[src/rtl/uart_pkg.sv]
// Shared UART definitions: FSM states, parity-mode and data-length encodings,
// plus small helpers for frame setup. Reused by the transmitter and receiver.
// Defining UART_TX_BREAK_EN adds the BREAK and MARK states.
package uart_pkg;

  typedef enum logic [2:0] {
    ST_IDLE   = 3'd0,
    ST_START  = 3'd1,
    ST_DATA   = 3'd2,
    ST_PARITY = 3'd3,
    ST_STOP1  = 3'd4,
    ST_STOP2  = 3'd5
`ifdef UART_TX_BREAK_EN
    ,
    ST_BREAK  = 3'd6,
    ST_MARK   = 3'd7
`endif
  } uart_state_e;

  typedef enum logic [1:0] {
    PARITY_NONE = 2'b00,
    PARITY_EVEN = 2'b01,
    PARITY_ODD  = 2'b10,
    PARITY_MARK = 2'b11
  } parity_mode_e;

  typedef enum logic [1:0] {
    LEN_5 = 2'b00,
    LEN_6 = 2'b01,
    LEN_7 = 2'b10,
    LEN_8 = 2'b11
  } data_len_e;

  // Index of the last data bit sent for a given length (4 for 5 bits ... 7 for 8 bits).
  function automatic logic [2:0] last_bit_index(input data_len_e len);
    return {1'b0, len} + 3'd4;
  endfunction

  // Mask keeping only the data bits that belong to the selected length.
  function automatic logic [7:0] data_mask(input data_len_e len);
    logic [7:0] mask;
    case (len)
      LEN_5:   mask = 8'h1F;
      LEN_6:   mask = 8'h3F;
      LEN_7:   mask = 8'h7F;
      default: mask = 8'hFF;
    endcase
    return mask;
  endfunction

  // Parity bit over the selected data bits only; mark parity is always 1.
  function automatic logic parity_bit(input logic [7:0] data,
                                      input data_len_e len,
                                      input parity_mode_e mode);
    logic [7:0] masked;
    logic       result;
    masked = data & data_mask(len);
    case (mode)
      PARITY_EVEN: result = ^masked;
      PARITY_ODD:  result = ~^masked;
      PARITY_MARK: result = 1'b1;
      default:     result = 1'b0;
    endcase
    return result;
  endfunction

endpackage

[src/rtl/uart_fifo.sv]
// Single-clock synchronous FIFO with registered full, level and overflow.
// First-word fall-through: pop_data shows the head entry whenever not empty.
// Pushes while full are dropped and flagged by a one-cycle overflow pulse.
module uart_fifo
  import uart_pkg::*;
#(
  parameter int DEPTH = 16,
  parameter int WIDTH = 8
) (
  input  logic                   clk,
  input  logic                   rst,
  input  logic                   push,
  input  logic [WIDTH-1:0]       push_data,
  input  logic                   pop,
  output logic [WIDTH-1:0]       pop_data,
  output logic                   empty,
  output logic                   full,
  output logic [$clog2(DEPTH):0] level,
  output logic                   overflow
);

  localparam int AW = $clog2(DEPTH);

  logic [WIDTH-1:0] mem [DEPTH];
  logic [AW-1:0]    wr_ptr;
  logic [AW-1:0]    rd_ptr;
  logic             do_push;
  logic             do_pop;
  logic [AW:0]      level_next;

  assign do_push  = push && !full;
  assign do_pop   = pop && !empty;
  assign empty    = (level == '0);
  assign pop_data = mem[rd_ptr];

  // Occupancy after this edge; a simultaneous push and pop leaves it unchanged.
  always_comb begin
    level_next = level + (AW+1)'(do_push) - (AW+1)'(do_pop);
  end

  // Pointers, occupancy, full flag and overflow pulse.
  always_ff @(posedge clk or posedge rst) begin
    if (rst) begin
      wr_ptr   <= '0;
      rd_ptr   <= '0;
      level    <= '0;
      full     <= 1'b0;
      overflow <= 1'b0;
    end else begin
      if (do_push) wr_ptr <= wr_ptr + AW'(1);
      if (do_pop)  rd_ptr <= rd_ptr + AW'(1);
      level    <= level_next;
      full     <= (level_next == (AW+1)'(DEPTH));
      overflow <= push && full;
    end
  end

  // Storage array; needs no reset because the pointers define validity.
  always_ff @(posedge clk) begin
    if (do_push) mem[wr_ptr] <= push_data;
  end

endmodule

[src/rtl/uart_tx_fifo.sv]
// UART transmitter fed by a transmit FIFO.
// Frame: start bit, 5..8 data bits LSB first, optional parity, one or two stop bits.
// Frame format and divider are captured when a byte is popped and held for that frame.
// Define UART_TX_BREAK_EN to add the break_i input and break generation.
module uart_tx_fifo
  import uart_pkg::*;
#(
  parameter int FIFO_DEPTH = 16,
  parameter int DIV_WIDTH  = 16
) (
  input  logic                        clock_i,
  input  logic                        reset_i,
  input  logic                        write_i,
  input  logic [7:0]                  data_i,
  input  logic [1:0]                  data_bits_i,
  input  logic [1:0]                  parity_mode_i,
  input  logic                        two_stop_bits_i,
  input  logic [DIV_WIDTH-1:0]        clock_divider_i,
`ifdef UART_TX_BREAK_EN
  input  logic                        break_i,
`endif
  output logic                        serial_o,
  output logic                        busy_o,
  output logic                        full_o,
  output logic [$clog2(FIFO_DEPTH):0] level_o,
  output logic                        overflow_o
);

  localparam logic [DIV_WIDTH-1:0] ONE = DIV_WIDTH'(1);

  uart_state_e          state, state_n;
  logic [DIV_WIDTH-1:0] cnt, cnt_n;
  logic [DIV_WIDTH-1:0] div_q, div_n;
  logic [7:0]           shreg, shreg_n;
  logic [2:0]           idx, idx_n;
  logic [2:0]           last_idx, last_n;
  logic                 par_en, par_en_n;
  logic                 par_bit, par_n;
  logic                 stop2, stop2_n;
  logic                 serial_q, serial_n;

  logic [DIV_WIDTH-1:0] div_eff;
  logic                 bit_done;
  logic                 decide;
  logic                 pop;
  logic [7:0]           fifo_data;
  logic                 fifo_empty;
  data_len_e            len_sel;
  parity_mode_e         mode_sel;

  assign div_eff  = (clock_divider_i == '0) ? ONE : clock_divider_i;
  assign bit_done = (cnt == '0);
  assign len_sel  = data_len_e'(data_bits_i);
  assign mode_sel = parity_mode_e'(parity_mode_i);
  assign serial_o = serial_q;
  assign busy_o   = (state != ST_IDLE) || !fifo_empty;

  uart_fifo #(
    .DEPTH (FIFO_DEPTH),
    .WIDTH (8)
  ) u_fifo (
    .clk       (clock_i),
    .rst       (reset_i),
    .push      (write_i),
    .push_data (data_i),
    .pop       (pop),
    .pop_data  (fifo_data),
    .empty     (fifo_empty),
    .full      (full_o),
    .level     (level_o),
    .overflow  (overflow_o)
  );

  // State and datapath registers; reset aborts any frame and idles the line high.
  always_ff @(posedge clock_i or posedge reset_i) begin
    if (reset_i) begin
      state    <= ST_IDLE;
      cnt      <= '0;
      div_q    <= ONE;
      shreg    <= '0;
      idx      <= '0;
      last_idx <= 3'd7;
      par_en   <= 1'b0;
      par_bit  <= 1'b0;
      stop2    <= 1'b0;
      serial_q <= 1'b1;
    end else begin
      state    <= state_n;
      cnt      <= cnt_n;
      div_q    <= div_n;
      shreg    <= shreg_n;
      idx      <= idx_n;
      last_idx <= last_n;
      par_en   <= par_en_n;
      par_bit  <= par_n;
      stop2    <= stop2_n;
      serial_q <= serial_n;
    end
  end

  // Next-state logic: bit sequencing, and the idle/frame-end decision to pop or stop.
  always_comb begin
    state_n  = state;
    cnt_n    = bit_done ? cnt : cnt - ONE;
    div_n    = div_q;
    shreg_n  = shreg;
    idx_n    = idx;
    last_n   = last_idx;
    par_en_n = par_en;
    par_n    = par_bit;
    stop2_n  = stop2;
    serial_n = serial_q;
    pop      = 1'b0;
    decide   = 1'b0;

    case (state)
      ST_IDLE: begin
        decide = 1'b1;
      end
      ST_START: begin
        if (bit_done) begin
          state_n  = ST_DATA;
          serial_n = shreg[0];
          cnt_n    = div_q - ONE;
        end
      end
      ST_DATA: begin
        if (bit_done) begin
          cnt_n = div_q - ONE;
          if (idx == last_idx) begin
            if (par_en) begin
              state_n  = ST_PARITY;
              serial_n = par_bit;
            end else begin
              state_n  = ST_STOP1;
              serial_n = 1'b1;
            end
          end else begin
            idx_n    = idx + 3'd1;
            shreg_n  = {1'b0, shreg[7:1]};
            serial_n = shreg[1];
          end
        end
      end
      ST_PARITY: begin
        if (bit_done) begin
          state_n  = ST_STOP1;
          serial_n = 1'b1;
          cnt_n    = div_q - ONE;
        end
      end
      ST_STOP1: begin
        if (bit_done) begin
          if (stop2) begin
            state_n  = ST_STOP2;
            serial_n = 1'b1;
            cnt_n    = div_q - ONE;
          end else begin
            decide = 1'b1;
          end
        end
      end
      ST_STOP2: begin
        if (bit_done) decide = 1'b1;
      end
`ifdef UART_TX_BREAK_EN
      ST_BREAK: begin
        if (!break_i) begin
          state_n  = ST_MARK;
          serial_n = 1'b1;
          cnt_n    = div_eff - ONE;
        end
      end
      ST_MARK: begin
        if (bit_done) begin
          state_n  = ST_IDLE;
          serial_n = 1'b1;
        end
      end
`endif
      default: begin
        state_n  = ST_IDLE;
        serial_n = 1'b1;
      end
    endcase

    if (decide) begin
`ifdef UART_TX_BREAK_EN
      if (break_i) begin
        state_n  = ST_BREAK;
        serial_n = 1'b0;
      end else
`endif
      if (!fifo_empty) begin
        pop      = 1'b1;
        state_n  = ST_START;
        serial_n = 1'b0;
        cnt_n    = div_eff - ONE;
        div_n    = div_eff;
        shreg_n  = fifo_data;
        idx_n    = '0;
        last_n   = last_bit_index(len_sel);
        par_en_n = (mode_sel != PARITY_NONE);
        par_n    = parity_bit(fifo_data, len_sel, mode_sel);
        stop2_n  = two_stop_bits_i;
      end else begin
        state_n  = ST_IDLE;
        serial_n = 1'b1;
      end
    end
  end

endmodule

[config.mk]
export PLATFORM = sky130hd
export DESIGN_NAME = uart_tx_fifo
export DESIGN_NICKNAME = d
export VERILOG_FILES = /design/src/rtl/uart_pkg.sv /design/src/rtl/uart_fifo.sv /design/src/rtl/uart_tx_fifo.sv
export SDC_FILE = /design/constraint.sdc
export NUM_CORES = 1
export LEC_CHECK = 0
export ABC_AREA = 1
export CORE_MARGIN = 2
export CORE_UTILIZATION = 36
export DETAILED_ROUTE_END_ITERATION = 10
export GPL_ROUTABILITY_DRIVEN = 0
export PLACE_DENSITY = 0.55
export SLEW_MARGIN = 20
export SYNTH_ARGS = -nofsm -noshare
export SYNTH_HDL_FRONTEND = slang
export SYNTH_SLANG_ARGS = --single-unit
[constraint.sdc]
create_clock -name clock_i -period 7 [get_ports clock_i]
set_clock_uncertainty 0.05 [all_clocks]
set_input_delay 1.4 -clock clock_i [delete_from_list [all_inputs] [get_ports clock_i]]
set_output_delay 1.4 -clock clock_i [all_outputs]
set_load 0.01 [all_outputs]
==> results of run 1 <==
-- per-layer routing --
layer | vias up | share of wire [%]
met5 | - | 0
met4 | 0 | 2.2
met3 | 40 | 3.4
met2 | 131 | 50
met1 | 3406 | 45
li1 | 3562 | -
-- state kept, by name, summed over array words and instances, names as in the netlist, 2 cells and up --
name,flops
u_fifo.wr_ptr,4
cnt,16
u_fifo.mem,128
u_fifo.level,5
idx,3
last_idx,2
u_fifo.rd_ptr,4
div_q,16
state,3
shreg,8
-- synthesized netlist by cell type, types with 4 or more instances --
cell	count	share of area, %
nand2_1	342	13
dfstp_2	4	1.1
nand3_1	70	3.6
ha_1	16	2.1
nor2_1	126	4.9
inv_2	9	0.35
edfxtp_1	128	40
buf_4	4	0.31
xor2_1	30	2.7
inv_1	104	4.0
a21oi_1	24	1.2
o21ai_0	59	3.0
o211ai_1	8	0.62
nor4_1	5	0.32
nand4_1	6	0.39
xnor2_1	9	0.81
buf_2	19	0.98
o21ai_1	6	0.31
buf_6	9	1.0
nand2_2	5	0.32
nor2_2	4	0.26
dfrtp_1	63	16
nor3_1	8	0.41
a31oi_1	5	0.32
-- worst reg2reg max path, stage by stage, from the launching register on --
cell     delay (ns)
dfrtp_1        0.39
inv_1          0.15
ha_1           0.23
nand3_1        0.09
nor3_1         0.18
nand2_2        0.24
o21ai_1        0.20
nand2_1        0.15
nor2_4         0.12
ha_1           0.15
inv_1          0.04
ha_1           0.22
fa_1           0.40
a21oi_1        0.18
nor2_1         0.05
nor2_1         0.11
xor2_1         0.20
nand2_1        0.07
nor2_1         0.08
-- power by group --
group | leakage (nW) | total (mW) | internal (mW) | switching, mW
clock | 0.319 | 1.08 | 0.514 | 0.563
sequential | 1.95 | 1.74 | 1.51 | 0.231
combinational | 2.40 | 1.87 | 0.619 | 1.25
total | 4.67 | 4.69 | 2.64 | 2.05
-- logic make-up (layout without fill, tap and decap cells) --
logic type | Yosys count | in the layout | synth area share (%)
AOI/OAI and AO/OA | 108 | 108 | 6.07
DFF | 195 | 195 | 57.0
adders and majority gates | 17 | 17 | 2.27
buffers and inverters | 151 | 191 | 6.98
and+or+nand+nor | 575 | 575 | 24.2
xor gates and xnor gates | 39 | 39 | 3.52
-- final cells by class --
class | instances | area share (%)
clock inverters | 15 | 2.17
multi-input cells | 739 | 31.9
repair buffers | 43 | 3.85
well taps | 341 | 3.89
clock buffers | 17 | 3.88
inverters | 116 | 4.00
flip-flops and latches | 195 | 50.4
-- how the worst max path moves through the flow --
stage | start | endpoint | slack [ns] | depth (start not counted)
finish | cnt[0] | u_fifo.full | 3.65 | 18
global route | cnt[0] | cnt[13] | 3.21 | 13
CTS | write_i | u_fifo.mem[15][2] | 3.61 | 5
detailed placement | write_i | u_fifo.mem[9][6] | 3.14 | 5
global placement | write_i | u_fifo.mem[14][2] | 3.20 | 5
floorplan | reset_i | cnt[0] | 3.87 | 1
==> flow_summary_export.csv, run 1 <==
group,metric,value,unit
run_status,outcome,"completed",
detailed_routing,drt_iter0_markers,475,
layout,area_growth,13.2,%
place,dpl_cell_area,10300,sq um
layout,drive_gt1_share,5.96,%
die,io_pins,41,
cts,clock_latency,0.46,ns
layout,fin_nets,1161,
setup_path,worst-path-max-fanout,15,
layout,insertedDiodeCount,0,
setup_path,critical_path.top_delay_family,"simple AND/OR/NAND/NOR gates",
die,rows,60,
cts,cts.path.max_buffers,2,
yosys,synth_edf_count,128,
setup_path,worst_setup_path_start_kind,"register",
cts,cts_resized,0,
detailed_routing,first_pass_iters,5,
layout,final_cell_mix,"nand2_1, edfxtp_1, nor2_1",
die,die_h,168,microns
setup_path,worst-path-buf-inv,2,
setup_path,crit_arrival,3.69,ns
global_routing,use_met2,29.3,%
die,start_util,36.3,%
setup_path,cp_cell_sequence,"inv_1 > ha_1 > nand3_1 > nor3_1 > nand2_2 > o21ai_1 > nand2_1 > nor2_4 > ha_1 > inv_1 > ha_1 > fa_1 > a21oi_1 > nor2_1 > nor2_1 > xor2_1 > nand2_1 > nor2_1",
place,port_buffers,40,
hold_path,holdCritPathClass,"register to register",
cts,tritoncts,"yes",
setup_path,critical_path_class,"register to register",
yosys,seq_area_frac_synth,57.0,%
layout,final-seq-area,5530,sq um
timing,max_slew_margin,37.9,%
setup_path,reg2reg_depth,18,
cts,hold_buffers,0,
die,coreArea,26700,sq um
global_routing,grt_pass1_vias,7060,
timing,fmax,298,MHz
global_routing,grt.total_usage,16.9,%
timing,hold_ws,0.430,ns
yosys,ys.flop_type,"edfxtp_1",
hold_path,holdPathStages,2,
timing,worstMarginPinSlew,0.932,ns
yosys,async_flop_share,34.4,%
global_routing,antenna_found_initial,0,
die,die-width,168,microns
yosys,yosys.cell_types.count,40,
timing,finalSetupViolCount,0,
detailed_routing,num_vias,7139,
global_routing,grtUsageMet3,3.10,%
job,cap_violations,0,
layout,multi_input_area,3500,sq um
timing,min_period_over_period,47.9,%
place,dpl.hpwl,15300,microns
setup_path,cp_slowest_cell,"fa_1",
global_routing,grt_first_pass_wirelength,36800,microns
setup_path,worst_setup_path_end_kind,"register",
global_routing,grt_remaining_overflow,0,
cts,cts_root_buf,"clkbuf_16",
yosys,avgSynthCellArea,8.93,sq um
die,die-area,28300,sq um
hold_path,hp-start,"last_idx[1]",
detailed_routing,ant_nets,0,
power_and_ir_drop,power,4.69,mW
yosys,syn_nets,1134,
yosys,syn_inst,1085,
place,dp.cells,1434,
detailed_routing,vias_per_cell,4.87,
cts,postCtsSetupRepairBufs,0,
detailed_routing,avgRoutedWirePerCell,15.8,microns
cts,htree_levels,4,
layout,fillers,2681,
yosys,synth-seq-cells,195,
setup_path,cp.required,7.33,ns
setup_path,r2r_start,"cnt[0]",
layout,design_area,11000,sq um
global_routing,grt_max_degree,68,
global_routing,met1_usage,21.5,%
yosys,synthesis.area,9690,sq um
timing,hold_viol_final,0,
setup_path,r2r_slack,3.65,ns
global_routing,top_usage_layer,"met2",
power_and_ir_drop,leakage,4.67,nW
power_and_ir_drop,peakVddDrop,198,uV
power_and_ir_drop,powerDensity,427,nW/um^2
setup_path,r2r_end,"u_fifo.full",
hold_path,hold_path_end,"last_idx[1]",
detailed_routing,routed_wirelength,23100,microns
layout,utilization,41.1,%
cts,path_clk_slew,0.09,ns
yosys,yosys_warnings,0,
setup_path,slowest_delay,0.40,ns
cts,cts_made_buffers,17,
timing,fin_setup_tns,0,ns
cts,clkSinkCount,195,
timing,fin_crit,3.35,ns
place,place_ws,3.14,ns
detailed_routing,drc,0,
timing,setup_slack,3.65,ns
layout,layout_commonest_cell,"nand2_1",
timing,rsz0062_at_grt,"no",
layout,finalNonFillerCells,1466,
timing,maxSlewViolCount,0,
Note: power is estimated with default switching activity, not from simulation.
==> inputs of run 2 (changes only) <==
- clock period: 7 -> 3.5 ns (I/O delays scaled with it)
==> flow_summary_export.csv, run 2 (same netlist as run 1, synthesis figures left out) <==
group,metric,value,unit
die,die-area,28300,sq um
setup_path,worst_setup_path_start_kind,"register",
die,die-width,168,microns
power_and_ir_drop,leakage,4.72,nW
timing,min_period_over_period,86.2,%
hold_path,holdCritPathClass,"register to register",
global_routing,grt_first_pass_wirelength,37100,microns
layout,drive_gt1_share,7.11,%
detailed_routing,route.met2.wl,11300,microns
cts,cts_made_buffers,17,
power_and_ir_drop,powerDensity,835,nW/um^2
detailed_routing,maxUsedRoutingLayer,"met4",
die,io_pins,41,
detailed_routing,dr_wl_met3,1130,microns
detailed_routing,routed_wirelength,23000,microns
timing,setup_slack,0.484,ns
power_and_ir_drop,power.switching,3.92,mW
detailed_routing,first_pass_iters,5,
run_status,outcome,"completed",
cts,cts_resized,0,
setup_path,worst-path-max-fanout,5,
timing,fmax,332,MHz
job,cap_violations,0,
cts,postCtsSetupRepairBufs,0,
detailed_routing,vias_per_cell,4.85,
layout,area_growth,13.9,%
detailed_routing,drt_iter0_markers,464,
power_and_ir_drop,sequentialPowerShare,36.5,%
power_and_ir_drop,p_comb_share,42.0,%
detailed_routing,ant_nets,0,
timing,worstMarginPinSlew,0.809,ns
layout,layout_commonest_cell,"nand2_1",
detailed_routing,avgRoutedWirePerCell,15.6,microns
die,rows,60,
layout,top_register,"u_fifo.mem",
cts,path_clk_slew,0.08,ns
power_and_ir_drop,intPower,5.30,mW
global_routing,grt_max_degree,78,
setup_path,critical_path_class,"register to register",
setup_path,crit_arrival,3.34,ns
layout,utilization,41.3,%
place,port_buffers,40,
timing,hold_viol_final,0,
place,place_ws,0.491,ns
setup_path,reg2reg_depth,18,
cts,cts.path.max_buffers,2,
layout,largestRegisters,"u_fifo.mem: 128 flops, cnt: 16 flops, div_q: 16 flops",
cts,clkSinkCount,195,
hold_path,holdPathStages,2,
timing,maxSlewViolCount,0,
hold_path,hp-start,"last_idx[1]",
power_and_ir_drop,power_frac_clock,21.5,%
detailed_routing,drc,0,
global_routing,grt.total_usage,17.0,%
power_and_ir_drop,peakVddDrop,390,uV
timing,fin_setup_tns,0,ns
setup_path,r2r_start,"cnt[0]",
die,coreArea,26700,sq um
cts,htree_levels,4,
global_routing,grt_pass1_vias,6974,
power_and_ir_drop,power,9.21,mW
global_routing,grt_remaining_overflow,0,
cts,cts_root_buf,"clkbuf_16",
global_routing,antenna_found_initial,0,
setup_path,r2r_slack,0.48,ns
timing,fin_crit,3.02,ns
cts,hold_buffers,0,
timing,finalSetupViolCount,0,
layout,final_cell_mix,"nand2_1, edfxtp_1, nor2_1",
power_and_ir_drop,power_switching_share,42.5,%
layout,fin_nets,1176,
layout,insertedDiodeCount,0,
detailed_routing,num_vias,7177,
place,dpl.hpwl,15200,microns
layout,design_area,11000,sq um
layout,largest_register_ff_count,128,
cts,clock_latency,0.44,ns
hold_path,hold_path_end,"last_idx[1]",
timing,rsz0062_at_grt,"no",
setup_path,worst_setup_path_end_kind,"register",
die,start_util,36.3,%
detailed_routing,wl_met1,10200,microns
timing,max_slew_margin,45.9,%
cts,tritoncts,"yes",
place,dpl_cell_area,10400,sq um
setup_path,cp.required,3.82,ns
die,die_h,168,microns
setup_path,r2r_end,"u_fifo.full",
## run 2: metrics by stage
step	hold WS (ns)	std cells
after floorplan	0.400	1085
after global placement	0.411	1449
after detailed placement	0.419	1449
after CTS	0.428	1481
after global routing	0.463	1481
final	0.427	1481
## run 2: power groups by stage
stage | sequential (mW) | combinational, mW | clock (mW)
6_report | 3.37 | 3.87 | 1.98
5_1_grt | 3.43 | 4.45 | 2.11
4_1_cts | 3.36 | 3.92 | 2.02
3_5_place_dp | 3.40 | 3.90 | 0
3_3_place_gp | 3.40 | 3.87 | 0
2_1_floorplan | 3.32 | 2.98 | 0
## run 2: critical path, stage by stage, from the launching register on
cell	delay (ns)
dfrtp_1	0.39
inv_1	0.14
ha_1	0.20
nand3_1	0.08
nor3_1	0.17
nand2_2	0.08
o21ai_1	0.12
nand2_1	0.13
nor2_4	0.13
ha_1	0.13
inv_1	0.04
ha_1	0.22
fa_1	0.41
a21oi_1	0.17
nor2_1	0.05
nor2_1	0.10
xor2_1	0.19
nand2_1	0.07
nor2_1	0.08
## run 2: how the worst max path moves through the flow
stage,from,endpoint,depth (start not counted)
global route,cnt[0],u_fifo.full,18
floorplan,cnt[0],u_fifo.full,20
global placement,clock_divider_i[4],cnt[14],16
finish,cnt[0],u_fifo.full,18
CTS,cnt[0],u_fifo.full,18
detailed placement,cnt[0],u_fifo.full,18
## run 2: layout make-up
cell class	instances	area [sq um]
repair buffers	58	548
clock inverters	14	171
flip-flops and latches	195	5530
well taps	341	427
inverters	116	439
clock buffers	18	429
fillers	2644	15700
multi-input cells	739	3500
## run 2: metal layers
| layer | GRT usage [%] | vias up |
|---|---|---|
| met4 | 5.17 | 0 |
| met3 | 3.53 | 29 |
| met2 | 29.3 | 171 |
| li1 | - | 3603 |
| met5 | 0 | - |
| met1 | 21.5 | 3374 |
==> inputs of run 3 (changes only) <==
- ABC_AREA: 1 -> unset
- CAP_MARGIN: unset -> 30
- CORE_UTILIZATION: 36 -> 37
- PLACE_DENSITY: 0.55 -> 0.56
==> flow_summary_export.csv, run 3 <==
group,metric,value,unit
yosys,yosys.area.top_type,"edfxtp_1",
detailed_routing,drt_iter0_markers,384,
yosys,yosys_warnings,0,
power_and_ir_drop,power,8.94,mW
layout,fin_nets,844,
timing,setup_slack,0.155,ns
setup_path,r2r_slack,0.15,ns
detailed_routing,num_vias,5982,
timing,worstMarginPinSlew,0.696,ns
die,rows,57,
setup_path,slowest_delay,0.45,ns
cts,hold_buffers,0,
global_routing,grt_remaining_overflow,0,
global_routing,grt_first_pass_wirelength,32900,microns
setup_path,critical_path_class,"register to register",
die,coreArea,24400,sq um
layout,area_growth,17.1,%
layout,utilization,44.3,%
yosys,synth-seq-cells,195,
power_and_ir_drop,leakage,4.05,nW
detailed_routing,ant_nets,0,
cts,cts_root_buf,"clkbuf_16",
yosys,seq_area_frac_synth,60.0,%
detailed_routing,avgRoutedWirePerCell,18.1,microns
power_and_ir_drop,power_frac_clock,21.5,%
timing,hold_viol_final,0,
setup_path,crit_arrival,3.66,ns
power_and_ir_drop,p_comb_share,40.5,%
power_and_ir_drop,power_switching_share,37.8,%
layout,final_cell_mix,"edfxtp_1, nand2_1, dfrtp_1",
global_routing,grt.total_usage,16.1,%
cts,cts.path.max_buffers,2,
yosys,syn_nets,773,
hold_path,holdCritPathClass,"register to register",
power_and_ir_drop,power.switching,3.38,mW
yosys,avgSynthCellArea,12.7,sq um
place,port_buffers,40,
setup_path,crit_top_cell,"ha_1",
yosys,yosys.cell_types.count,67,
die,io_pins,41,
die,die-area,26200,sq um
yosys,synth.top_cells.by_area,"edfxtp_1, dfrtp_1, mux2i_1",
setup_path,reg2reg_depth,12,
power_and_ir_drop,powerDensity,828,nW/um^2
detailed_routing,first_pass_iters,5,
global_routing,antenna_found_initial,0,
setup_path,worst-path-buf-inv,3,
timing,min_period_over_period,95.6,%
setup_path,worst-path-max-fanout,3,
yosys,async_flop_share,34.4,%
cts,tritoncts,"yes",
layout,insertedDiodeCount,0,
layout,largest_register_ff_count,128,
job,cap_violations,0,
timing,max_slew_margin,53.4,%
hold_path,hp-start,"last_idx[0]",
layout,drive_gt1_share,15.0,%
hold_path,hold_path_end,"last_idx[0]",
setup_path,r2r_end,"u_fifo.full",
cts,clkSinkCount,195,
setup_path,critical_path.top_delay_family,"simple AND/OR/NAND/NOR gates",
die,die-width,162,microns
setup_path,worst_setup_path_end_kind,"register",
run_status,outcome,"completed",
layout,layout_commonest_cell,"edfxtp_1",
yosys,synth_edf_count,128,
yosys,ys.flop_type,"edfxtp_1",
yosys,yosysMostFrequentCell,"edfxtp_1",
yosys,synthesis.area,9220,sq um
detailed_routing,vias_per_cell,5.29,
timing,maxSlewViolCount,0,
yosys,synth_common_cells,"edfxtp_1, nand2_1, dfrtp_1",
timing,fin_crit,3.35,ns
hold_path,holdPathStages,2,
cts,htree_levels,4,
setup_path,cp_cell_sequence,"or3_4 > nor4_4 > buf_4 > o2111ai_1 > a2111o_1 > inv_2 > ha_1 > inv_1 > ha_1 > fa_2 > nor4_1 > and2_1",
die,start_util,37.8,%
layout,largestRegisters,"u_fifo.mem: 128 flops, cnt: 16 flops, div_q: 16 flops",
cts,path_clk_slew,0.07,ns
cts,clock_latency,0.43,ns
setup_path,r2r_start,"cnt[11]",
timing,fmax,299,MHz
setup_path,cp.required,3.82,ns
place,dpl.hpwl,13800,microns
place,place_ws,-0.140,ns
power_and_ir_drop,intPower,5.57,mW
yosys,yosysTopAreaCellShare,41.7,%
layout,top_register,"u_fifo.mem",
cts,cts_made_buffers,17,
global_routing,grt_max_degree,68,
setup_path,cp_slowest_cell,"fa_2",
power_and_ir_drop,sequentialPowerShare,38.0,%
detailed_routing,routed_wirelength,20400,microns
die,die_h,162,microns
power_and_ir_drop,peakVddDrop,335,uV
detailed_routing,drc,0,
yosys,syn_inst,724,
global_routing,grt_pass1_vias,6123,
setup_path,worst_setup_path_start_kind,"register",
timing,finalSetupViolCount,0,
## run 3: cell types whose count changed after synthesis, moves of 10 or more
cell / delta
nand2_1: -252
inv_1: -83
nor2_1: -82
nand3_1: -61
mux2i_1: +41
o21ai_0: -30
xnor2_1: +19
mux4_2: +16
nor3_1: +16
a221oi_1: +10
xor2_1: -10
## run 3: layout make-up
class	count	area (sq um)
Clock buffer	18	429
Clock inverter	13	144
Fill cell	2256	13600
Inverter	22	82.6
Multi-Input combinational cell	472	3420
Sequential cell	195	5530
Tap cell	324	405
Timing Repair Buffer	87	786
## run 3: worst max-delay path by stage
stage	end	from	cells past startpoint	slack, ns
2_1_floorplan	u_fifo.full	cnt[6]	14	0.13
3_3_place_gp	cnt[10]	clock_divider_i[10]	14	-0.08
3_5_place_dp	cnt[14]	clock_divider_i[10]	14	-0.14
4_1_cts	u_fifo.full	cnt[6]	14	0.02
5_1_grt	u_fifo.full	cnt[11]	14	-0.01
6_report	u_fifo.full	cnt[11]	12	0.15
## run 3: power groups by stage
stage	registers [mW]	logic, mW	clock network, mW
2_1_floorplan	3.31	2.72	0
3_3_place_gp	3.41	3.47	0
3_5_place_dp	3.43	3.57	0
4_1_cts	3.39	3.58	1.96
5_1_grt	3.47	4.00	2.05
6_report	3.40	3.63	1.92
## run 3: worst min-delay path: cells and delay by family (launching register included)
kind	cells	cell delay (ns)
flops	1	0.38
simple gates	2	0.10
## run 3: metrics by stage
stage | setup TNS, ns | hold slack, ns | instances | cell area, sq um
floorplan | 0 | 0.396 | 724 | 9220
global placement | -0.244 | 0.410 | 1098 | 10200
detailed placement | -0.592 | 0.409 | 1098 | 10200
CTS | 0 | 0.421 | 1129 | 10700
global route | -0.0130 | 0.431 | 1131 | 10800
finish | 0 | 0.417 | 1131 | 10800
## run 3: logic make-up after synthesis
logic type	share of synthesized area (%)
buffers and inverters	3.19
muxes	8.61
DFF	60.0
and+or+nand+nor	11.3
adders and majority gates	2.39
xor gates and xnor gates	4.81
AOI/OAI and AO/OA	9.71
## run 3: timing repair
item,4_1_cts,5_1_grt
cloned,0,0
resized for setup,2,3
endpoints found under the setup margin,1,2
pin swaps,0,3
buffers inserted,0,1
## run 3: layer usage
| layer | vias up | GRT usage (%) | part of all wire (%) |
|---|---|---|---|
| met3 | 19 | 3.04 | 3.1 |
| met4 | 0 | 4.71 | 1.4 |
| li1 | 2842 | - | - |
| met1 | 3019 | 21.0 | 45 |
| met2 | 102 | 27.6 | 50 |
| met5 | - | 0 | 0 |
